<file path="src/rtl/typedef_pkg.sv">
// Shared types for the dispatch credit controller: reservation-station class,
// controller state and the per-class demand helper.
package typedef_pkg;

  typedef enum logic [1:0] {
    RS_ALU  = 2'd0,
    RS_LS   = 2'd1,
    RS_BR   = 2'd2,
    RS_NONE = 2'd3
  } rs_class_t;

  typedef enum logic [1:0] {
    ST_INIT    = 2'd0,
    ST_RUN     = 2'd1,
    ST_RECOVER = 2'd2
  } ctrl_state_t;

  // Number of valid slots (0..2) of the renamed pair that target class cls.
  function automatic logic [1:0] class_demand(input logic [1:0] valid,
                                              input rs_class_t  cls_0,
                                              input rs_class_t  cls_1,
                                              input rs_class_t  cls);
    logic [1:0] d0;
    logic [1:0] d1;
    d0 = {1'b0, valid[0] && (cls_0 == cls)};
    d1 = {1'b0, valid[1] && (cls_1 == cls)};
    return d0 + d1;
  endfunction

endpackage

</file>
<file path="src/rtl/dispatch_credit_ctrl_if.sv">
// Rename-to-dispatch handshake: the renamed pair travels one way, the stall the other.
interface dispatch_credit_ctrl_if;
  import typedef_pkg::*;

  logic [1:0] rename_valid;
  rs_class_t  rename_class_0;
  rs_class_t  rename_class_1;
  logic       stall_dispatch;

  modport master (
    output rename_valid,
    output rename_class_0,
    output rename_class_1,
    input  stall_dispatch
  );

  modport slave (
    input  rename_valid,
    input  rename_class_0,
    input  rename_class_1,
    output stall_dispatch
  );

endinterface

</file>
<file path="src/rtl/rs_credit_counter.sv">
// Free-entry credit counter for one reservation station: consumes accepted
// demand, returns issue credits, reloads on flush and clamps at full.
module rs_credit_counter #(
  parameter int NUM_RS_ENTRIES = 16,
  parameter int CNT_WIDTH      = 5
) (
  input  logic                 clk,
  input  logic                 rst,
  input  logic [1:0]           demand,
  input  logic                 accept,
  input  logic                 issue,
  input  logic                 reload,
  output logic [CNT_WIDTH-1:0] free,
  output logic                 overflow
);

  localparam logic [CNT_WIDTH-1:0] FULL     = CNT_WIDTH'(NUM_RS_ENTRIES);
  localparam logic [CNT_WIDTH:0]   FULL_EXT = (CNT_WIDTH+1)'(NUM_RS_ENTRIES);

  logic [CNT_WIDTH:0] take;
  logic [CNT_WIDTH:0] sum;

  // One extra bit so an over-return is visible before clamping.
  always_comb begin
    take     = accept ? {{(CNT_WIDTH-1){1'b0}}, demand} : '0;
    sum      = {1'b0, free} - take + {{CNT_WIDTH{1'b0}}, issue};
    overflow = !reload && (sum > FULL_EXT);
  end

  // NOTE: state registers use non-blocking assignments so every flop samples
  // pre-edge values regardless of process ordering.
  always_ff @(posedge clk or negedge rst) begin
    if (!rst) begin
      free <= FULL;
    end else if (reload || overflow) begin
      free <= FULL;
    end else begin
      free <= sum[CNT_WIDTH-1:0];
    end
  end

endmodule

</file>
<file path="src/rtl/dispatch_credit_ctrl.sv">
// Dispatch credit controller: accepts a renamed pair all-or-nothing against the
// registered free counts of the ALU, LS and BR reservation stations.
module dispatch_credit_ctrl
  import typedef_pkg::*;
#(
  parameter int NUM_RS_ENTRIES = 16,
  parameter int CNT_WIDTH      = 5
) (
  input  logic                    clk,
  input  logic                    rst,
  input  logic                    flush,
  dispatch_credit_ctrl_if.slave   rn,
  input  logic                    issue_alu_valid,
  input  logic                    issue_ls_valid,
  input  logic                    issue_branch_valid,
  output logic [CNT_WIDTH-1:0]    free_alu,
  output logic [CNT_WIDTH-1:0]    free_ls,
  output logic [CNT_WIDTH-1:0]    free_br,
  output logic                    credit_err
);

  ctrl_state_t state;
  ctrl_state_t state_nxt;

  logic [1:0] dem_alu;
  logic [1:0] dem_ls;
  logic [1:0] dem_br;
  logic       stall;
  logic       run;
  logic       ovf_alu;
  logic       ovf_ls;
  logic       ovf_br;

  always_ff @(posedge clk or negedge rst) begin
    if (!rst) state <= ST_INIT;
    else      state <= state_nxt;
  end

  // NOTE: every always_comb output gets a default first so no path leaves it
  // unassigned and infers a latch.
  always_comb begin
    state_nxt = state;
    unique case (state)
      ST_INIT:    state_nxt = ST_RUN;
      ST_RUN:     if (flush) state_nxt = ST_RECOVER;
      ST_RECOVER: state_nxt = flush ? ST_RECOVER : ST_RUN;
      default:    state_nxt = ST_INIT;
    endcase
  end

  assign dem_alu = class_demand(rn.rename_valid, rn.rename_class_0, rn.rename_class_1, RS_ALU);
  assign dem_ls  = class_demand(rn.rename_valid, rn.rename_class_0, rn.rename_class_1, RS_LS);
  assign dem_br  = class_demand(rn.rename_valid, rn.rename_class_0, rn.rename_class_1, RS_BR);

  assign run = (state == ST_RUN);

  // Stall compares against registered counts only; same-cycle issue returns
  // become usable on the following cycle.
  always_comb begin
    stall = !run || flush
         || (CNT_WIDTH'(dem_alu) > free_alu)
         || (CNT_WIDTH'(dem_ls)  > free_ls)
         || (CNT_WIDTH'(dem_br)  > free_br);
  end

  assign rn.stall_dispatch = stall;

  rs_credit_counter #(.NUM_RS_ENTRIES(NUM_RS_ENTRIES), .CNT_WIDTH(CNT_WIDTH)) u_alu (
    .clk      (clk),
    .rst      (rst),
    .demand   (dem_alu),
    .accept   (!stall),
    .issue    (issue_alu_valid && run),
    .reload   (flush),
    .free     (free_alu),
    .overflow (ovf_alu)
  );

  rs_credit_counter #(.NUM_RS_ENTRIES(NUM_RS_ENTRIES), .CNT_WIDTH(CNT_WIDTH)) u_ls (
    .clk      (clk),
    .rst      (rst),
    .demand   (dem_ls),
    .accept   (!stall),
    .issue    (issue_ls_valid && run),
    .reload   (flush),
    .free     (free_ls),
    .overflow (ovf_ls)
  );

  rs_credit_counter #(.NUM_RS_ENTRIES(NUM_RS_ENTRIES), .CNT_WIDTH(CNT_WIDTH)) u_br (
    .clk      (clk),
    .rst      (rst),
    .demand   (dem_br),
    .accept   (!stall),
    .issue    (issue_branch_valid && run),
    .reload   (flush),
    .free     (free_br),
    .overflow (ovf_br)
  );

  // Sticky until reset so software can observe a lost-credit event later.
  always_ff @(posedge clk or negedge rst) begin
    if (!rst)                         credit_err <= 1'b0;
    else if (ovf_alu || ovf_ls || ovf_br) credit_err <= 1'b1;
  end

endmodule
</file>
<file path="src/flat_wrapper.sv">
// flat-port wrapper written by rule: the top's interface ports become plain ports
module dispatch_credit_ctrl_flat import typedef_pkg::*;
#(
  parameter int NUM_RS_ENTRIES = 16,
  parameter int CNT_WIDTH      = 5
)
  (clk, rst, flush, issue_alu_valid, issue_ls_valid, issue_branch_valid, free_alu, free_ls, free_br, credit_err, rn_rename_valid, rn_rename_class_0, rn_rename_class_1, rn_stall_dispatch);
  dispatch_credit_ctrl_if rn_i ();
  input  logic clk;
  input  logic rst;
  input  logic flush;
  input  logic issue_alu_valid;
  input  logic issue_ls_valid;
  input  logic issue_branch_valid;
  output logic [CNT_WIDTH-1:0] free_alu;
  output logic [CNT_WIDTH-1:0] free_ls;
  output logic [CNT_WIDTH-1:0] free_br;
  output logic credit_err;
  input wire logic [$bits(rn_i.rename_valid)-1:0] rn_rename_valid;
  input wire logic [$bits(rn_i.rename_class_0)-1:0] rn_rename_class_0;
  input wire logic [$bits(rn_i.rename_class_1)-1:0] rn_rename_class_1;
  output wire logic [$bits(rn_i.stall_dispatch)-1:0] rn_stall_dispatch;
  assign rn_i.rename_valid = rn_rename_valid;
  assign rn_i.rename_class_0 = rn_rename_class_0;
  assign rn_i.rename_class_1 = rn_rename_class_1;
  assign rn_stall_dispatch = rn_i.stall_dispatch;
  dispatch_credit_ctrl #(.NUM_RS_ENTRIES(NUM_RS_ENTRIES), .CNT_WIDTH(CNT_WIDTH)) u_core (.clk(clk), .rst(rst), .flush(flush), .rn(rn_i), .issue_alu_valid(issue_alu_valid), .issue_ls_valid(issue_ls_valid), .issue_branch_valid(issue_branch_valid), .free_alu(free_alu), .free_ls(free_ls), .free_br(free_br), .credit_err(credit_err));
endmodule
</file>
<file path="config.mk">
export PLATFORM = sky130hd
export DESIGN_NAME = dispatch_credit_ctrl_flat
export DESIGN_NICKNAME = d
export VERILOG_FILES = /design/src/rtl/typedef_pkg.sv /design/src/rtl/dispatch_credit_ctrl_if.sv /design/src/rtl/rs_credit_counter.sv /design/src/rtl/dispatch_credit_ctrl.sv /design/src/flat_wrapper.sv
export SDC_FILE = /design/constraint.sdc
export NUM_CORES = 1
export LEC_CHECK = 0
export CORE_MARGIN = 8
export CORE_UTILIZATION = 50
export DETAILED_ROUTE_END_ITERATION = 6
export PLACE_DENSITY = 0.78
export SYNTH_ARGS = -nofsm -noshare
export SYNTH_HDL_FRONTEND = slang
export SYNTH_SLANG_ARGS = --single-unit
</file>
<file path="constraint.sdc">
create_clock -name clk -period 6.31 [get_ports clk]
set_input_delay 0.9465 -clock clk [delete_from_list [all_inputs] [get_ports clk]]
set_output_delay 0.9465 -clock clk [all_outputs]
set_load 0.005 [all_outputs]
</file>
==> reports/qor.txt, run 1 <==
CTS Hold Bufs: 0
total number of yosys warnings: 0
Clk Latency, worst-skew pair: 0.25 ns
Sinks on Clock Net: 18
period utilisation layout: 77.41%
Clock Root Buffer: clkbuf_8
Remaining DRCs: 0
Slew HR: 46.53%
RSZ-0062 raised after global routing: no
Max Transition Viols Final: 0
placed cell count: 278
Synth cell types: 39
mux share of post-synthesis cell area: 1.609%
All-Layer GR Usage: 13.31%
clock tree buffer depth: 2
final setup TNS: 0 ns
largest family of logic cells by synthesized area: adder cells
Area growth syn-to-layout: 20.78%
data required time of the critical path: 6.44 ns
CP Data Arrival Time: 5.01 ns
routed via count: 1528
Final Power: 1101 uW
post-synthesis async set-or-reset flop share: 100.0%
Hold WC Path Type: flip-flop to flip-flop
top cells by area, synth: ha_1, dfrtp_1, inv_1
cts repair resizes: 0
number of synthesized flops with an enable pin: 0
post-CTS setup buffers: 0
Yosys top cell by area: ha_1
H-tree depth: 1
Die Width: 77.11 um
crit path capture type: flip-flop
Post-Synth XOR/XNOR Area: 4.223%
# diodes: 0
dominant synthesized flop cell: dfrtp_1
post-synthesis adder-cell area fraction: 27.35%
die area: 0.005945 mm2
final cell count without fillers: 282
WL per Instance: 13.38 um
most used cell, CP: ha_1
CTS buffer count: 3
commonest cells in the netlist: ha_1, inv_1, dfrtp_1
# IOs: 29
CP startpoint kind: primary input
vias in the first global route: 1538
hpwl dp: 3.118 mm
core area: 0.003633 mm2
drt initial violations: 43
# setup viols final: 0
number of synthesized register bits: 18
sequential fraction of the synthesis area: 24.33%
Avg Inst Size Synth: 9.151 um2
Port Buffers: 28
top-area cell type share of the netlist area: 24.13%
Routed Antenna Nets: 0
Fin. Hold Viols: 0
CTS tree: yes
Die Span Y: 77.11 um
fmax: 204.7 MHz
Lkg Pwr: 0.0009862 uW
Synth Cell Area: 0.001867 mm2
worst-path fanout max: 7
crit path cell chain: clkdlybuf4s50_1, nor3b_1, ha_1, inv_1, ha_1, nand4b_1, nand3_1, o22ai_1, and4bb_2, and2_1, ha_1, inv_1, ha_1, fa_1, xnor2_1, nand3_1, mux2i_1, o21ai_2, o41a_1
first-pass detailed-route iteration total: 4
routability cong.: 0.8698
CP peak stage delay: 0.50 ns
Tmin final: 4.884 ns
Starting Density: 51.38%
vias per cell: 5.418
CP max stage cell: clkdlybuf4s50_1
first-pass GRT wire length: 6.844 mm
maximum VDD drop: 0.0003316 V
fin nets: 286
Synth Area in Simple Gates: 25.67%
antenna violations before repair: 0
total gr overflow: 0
layout cells sized above 1: 6.410%
Setup CP Type: primary input to flip-flop
Synth Net Count: 255
complex-gate fraction of the synthesized area: 10.59%
power density cells: 488.1 mW/mm2
Fin Hold WS: 0.5217 ns
final WL: 3.772 mm
synthesized instance count: 204
clock-pin slew on the worst setup and hold paths: 0.06 ns
top-count cell post-synth: ha_1
num rows: 22
Max-cap violations: 0
largest net degree at the start of global routing: 21
clock skew: 0.003803 ns
status: finished clean
Slew @ Worst Pin: 0.7996 ns
[final cells by class]
cell class	instances	area [um2]
Fill cell	323	1379
Multi-Input combinational cell	155	1296
Sequential cell	18	454.2
Timing Repair Buffer	28	280.3
Inverter	29	108.9
Tap cell	48	60.06
Clock buffer	4	55.05
[cells in the final DEF, fill, tap and decap left out, types with 4 or more instances in the layout]
cell             count
a21oi_1             10
and2_1               7
clkbuf_8             4
clkdlybuf4s50_1     28
dfrtp_1             15
ha_1                36
inv_1               29
nand2_1             10
nand3_1              8
nand3b_1             6
nor2_1               6
nor2b_1              4
nor3_1              10
nor3b_1              8
xnor2_1              4
xor2_1               5
[worst max-delay path: cells and delay by family]
kind	cells	cell delay [ns]
adder cells (fa/ha/maj)	5	1.37
AND/OR/NAND/NOR	6	0.97
AO/OA/AOI/OAI	3	0.68
buffers and inverters	3	0.60
XOR/XNOR	1	0.27
multiplexers	1	0.17
[power by group]
part | internal [uW] | total [uW] | switching, uW
combinational | 371 | 811 | 440
clock | 55.4 | 92.5 | 37.2
sequential | 159 | 197 | 38.4
total | 585 | 1100 | 515
[metrics by stage]
step | worst slack [ns] | util (%) | cell area (um2)
floorplan | 1.927 | - | 1867
global placement | 1.185 | 60.54 | 2200
detailed placement | 1.149 | 60.54 | 2200
CTS | 1.396 | 62.05 | 2255
global route | 1.153 | 62.05 | 2255
finish | 1.426 | 62.05 | 2255
[final timing paths]
| path | start | end | slack [ns] | depth (start not counted) |
|---|---|---|---|---|
| max | rn_rename_valid[1] | u_core.credit_err$_DFFE_PN0P_ | 1.43 | 19 |
| max in group asynchronous | rst | u_core.u_br.free[1]$_DFF_PN0_ | 4.65 | 1 |
| min reg2reg | u_core.state[0]$_DFFE_PN0P_ | u_core.state[0]$_DFFE_PN0P_ | 0.52 | 1 |
| min in group asynchronous | rst | u_core.u_ls.free[3]$_DFF_PN0_ | 1.16 | 1 |
| max reg2reg | u_core.u_alu.free[1]$_DFF_PN0_ | u_core.credit_err$_DFFE_PN0P_ | 2.61 | 16 |
| min | u_core.state[0]$_DFFE_PN0P_ | u_core.state[0]$_DFFE_PN0P_ | 0.52 | 1 |
[per-layer routing]
metal / track usage [%] / part of all wire, %
met1: 17.36 / 52
met3: 2.098 / 3.2
met4: 3.962 / 1.1
met2: 21.92 / 44
met5: 0 / 0
[logic make-up (layout without fill, tap and decap cells)]
kind of cell | count (synthesis) | count (layout)
compound gates | 27 | 27
xor+xnor | 9 | 9
fa+ha+maj | 39 | 39
buf+inv | 31 | 61
flops | 18 | 18
mux | 3 | 3
simple gates | 77 | 77
[sequential cells by signal (all words and copies together) (netlist names)]
register / flops
u_core.u_br.free: 5
u_core.credit_err: 1
u_core.u_alu.free: 5
u_core.state: 2
u_core.u_ls.free: 5
Power figures use the tool's default switching activity.
==> run 2: changes to the inputs <==
==> constraint.sdc (replaced) <==
create_clock -name clk -period 4.95 [get_ports clk]
set_input_delay 0.7425 -clock clk [delete_from_list [all_inputs] [get_ports clk]]
set_output_delay 0.7425 -clock clk [all_outputs]
set_load 0.005 [all_outputs]
==> run 2 against run 1 <==
Worst hold slack is essentially flat. Cell area grew 1.3%. First-iteration DRC count grew 23%. Critical endpoint unchanged. Utilization grew 0.83 points. Cell count grew 0.71%. Clock power grew 12%. Via count shrank 0.79%.
==> reports/qor.txt, run 2 (same netlist as run 1, synthesis figures left out) <==
antenna violations before repair: 0 (unchanged)
drt initial violations: 53 (+23%)
total gr overflow: 0 (unchanged)
period utilisation layout: 94.04%
crit path cell chain: clkdlybuf4s50_1, nor3b_2, ha_1, inv_1, ha_1, nand4b_1, nand3_1, o22ai_1, and4bb_2, and2_1, ha_1, inv_1, ha_1, fa_1, a21oi_1, o21bai_1, xor2_1, o21ai_2, o41a_1
most used cell, CP: ha_1
Tmin final: 4.655 ns
clock tree buffer depth: 2 (unchanged)
# diodes: 0 (unchanged)
Die Span Y: 77.11 um (unchanged)
crit path capture type: flip-flop
layout cells sized above 1: 8.475% (+2.1 points)
Max-cap violations: 0 (unchanged)
commonest non-fill, non-tap cell in the layout: ha_1
power density cells: 634.1 mW/mm2 (+30%)
Fin. Hold Viols: 0 (unchanged)
fin nets: 288 (+0.70%)
clock skew: 0.005925 ns (+0.002121 ns)
status: finished clean
R2R Path End: u_core.credit_err$_DFFE_PN0P_
fmax: 214.8 MHz
Hold WC Path Type: flip-flop to flip-flop
Remaining DRCs: 0 (unchanged)
post-CTS setup buffers: 0 (unchanged)
CTS tree: yes
worst-path fanout max: 7 (unchanged)
Routed Antenna Nets: 0 (unchanged)
vias in the first global route: 1563 (+1.6%)
maximum VDD drop: 0.0004214 V (+27%)
Slew @ Worst Pin: 0.8137 ns (+0.01410 ns)
RSZ-0062 raised after global routing: no
clock-pin slew on the worst setup and hold paths: 0.07 ns (about the same)
WHS Path Cells: 1 (unchanged)
Worst Hold Path EP: u_core.state[0]$_DFFE_PN0P_
data required time of the critical path: 5.08 ns (-1.36 ns)
CP Data Arrival Time: 4.78 ns (-0.23 ns)
Slew HR: 45.58% (-0.94 points)
WL per Instance: 13.68 um (+2.3%)
Worst R2R Setup Slack: 1.27 ns (-1.34 ns)
CP startpoint kind: primary input
Die Width: 77.11 um (unchanged)
# setup viols final: 0 (unchanged)
first-pass GRT wire length: 6.824 mm (-0.29%)
placed cell count: 280 (+0.72%)
final cell count without fillers: 284 (+0.71%)
cts repair resizes: 0 (unchanged)
reg-to-reg critical path startpoint: u_core.u_alu.free[1]$_DFF_PN0_
routability cong.: 0.8462 (-2.7%)
Top Registers: u_core.u_alu.free x5, u_core.u_br.free x5, u_core.u_ls.free x5
Fin Hold WS: 0.5215 ns (-0.0002150 ns)
CTS buffer count: 3 (unchanged)
Sinks on Clock Net: 18 (unchanged)
first-pass detailed-route iteration total: 4 (unchanged)
Setup CP Type: primary input to flip-flop
CP max stage cell: clkdlybuf4s50_1
routed via count: 1516 (-0.79%)
Port Buffers: 28 (unchanged)
worst r2r path cells: 16 (unchanged)
CTS Hold Bufs: 0 (unchanged)
CP peak stage delay: 0.50 ns (about the same)
All-Layer GR Usage: 13.52% (+0.21 points)
final WL: 3.886 mm (+3.0%)
vias per cell: 5.338 (-1.5%)
# IOs: 29 (unchanged)
commonest non-fill, non-tap cells in the layout: ha_1, inv_1, clkdlybuf4s50_1
die area: 0.005945 mm2 (unchanged)
Clk Latency, worst-skew pair: 0.25 ns (about the same)
Starting Density: 51.38% (unchanged)
Lkg Pwr: 0.001003 uW (+1.7%)
Area growth syn-to-layout: 22.39%
core area: 0.003633 mm2 (unchanged)
Clock Root Buffer: clkbuf_8
num rows: 22 (unchanged)
largest net degree at the start of global routing: 21 (unchanged)
hold_sp: u_core.state[0]$_DFFE_PN0P_
hpwl dp: 3.177 mm (+1.9%)
H-tree depth: 1 (unchanged)
Max Transition Viols Final: 0 (unchanged)
run 2: cell count changes in the layout (fill, tap and decap cells not counted), sizes merged:
cell	change
buf	+2
run 2: worst max-delay path: cells and delay by family:
| kind | cells | cell delay, ns |
|---|---|---|
| AO/OA/AOI/OAI | 5 | 0.95 |
| XOR/XNOR | 1 | 0.25 |
| adder cells (fa/ha/maj) | 5 | 1.38 |
| buffers and inverters | 3 | 0.60 |
| AND/OR/NAND/NOR | 5 | 0.85 |
run 2: power breakdown:
group	total (uW)	internal (uW)	switching [uW]	leakage [uW]
logic	1090	512	582	0.000750
clock network	104	57.1	46.9	0.0000228
registers	250	202	47.8	0.000230
run 2: per-stage QoR:
step / cell area [um2] / util (%) / setup WS, ns / TNS, ns / total power [uW]
global route: 2285 / 62.88 / 0.02119 / 0 / 1607
CTS: 2260 / 62.19 / 0.1850 / 0 / 1446
detailed placement: 2215 / 60.95 / -0.04933 / -0.04933 / 1335
global placement: 2215 / 60.95 / 0.02952 / 0 / 1318
floorplan: 1867 / - / 0.7713 / 0 / 1018
finish: 2285 / 62.88 / 0.2952 / 0 / 1449
run 2: worst max-delay path by stage:
stage	slack (ns)	from	endpoint	cells past startpoint
2_1_floorplan	0.77	rn_rename_class_1[1]	u_core.credit_err$_DFFE_PN0P_	18
3_3_place_gp	0.03	rn_rename_valid[1]	u_core.credit_err$_DFFE_PN0P_	19
3_5_place_dp	-0.05	rn_rename_valid[0]	u_core.credit_err$_DFFE_PN0P_	19
4_1_cts	0.18	rn_rename_valid[0]	u_core.credit_err$_DFFE_PN0P_	19
5_1_grt	0.02	rn_rename_valid[1]	u_core.credit_err$_DFFE_PN0P_	19
6_report	0.30	rn_rename_valid[0]	u_core.credit_err$_DFFE_PN0P_	19
run 2: cell type report:
class                           count  area (um2)
Tap cell                           48       60.06
Sequential cell                    18       454.2
Fill cell                         332        1349
Clock buffer                        4       45.04
Inverter                           29       108.9
Multi-Input combinational cell    155        1321
Timing Repair Buffer               30       295.3
run 2: routing by layer:
metal  track usage [%]  wire [um]
met1             16.58       1886
met2             23.36       1810
met3             2.098        153
met4             4.528         36
met5                 0          0
==> run 3: changes to the inputs <==
--- a/config.mk
+++ b/config.mk
@@ -9,6 +9,7 @@
 export CORE_UTILIZATION = 50
 export DETAILED_ROUTE_END_ITERATION = 6
 export PLACE_DENSITY = 0.78
+export SLEW_MARGIN = 20
 export SYNTH_ARGS = -nofsm -noshare
 export SYNTH_HDL_FRONTEND = slang
 export SYNTH_SLANG_ARGS = --single-unit
==> results of run 3 <==
The final DEF is identical to that of run 2; final timing and power are the same.
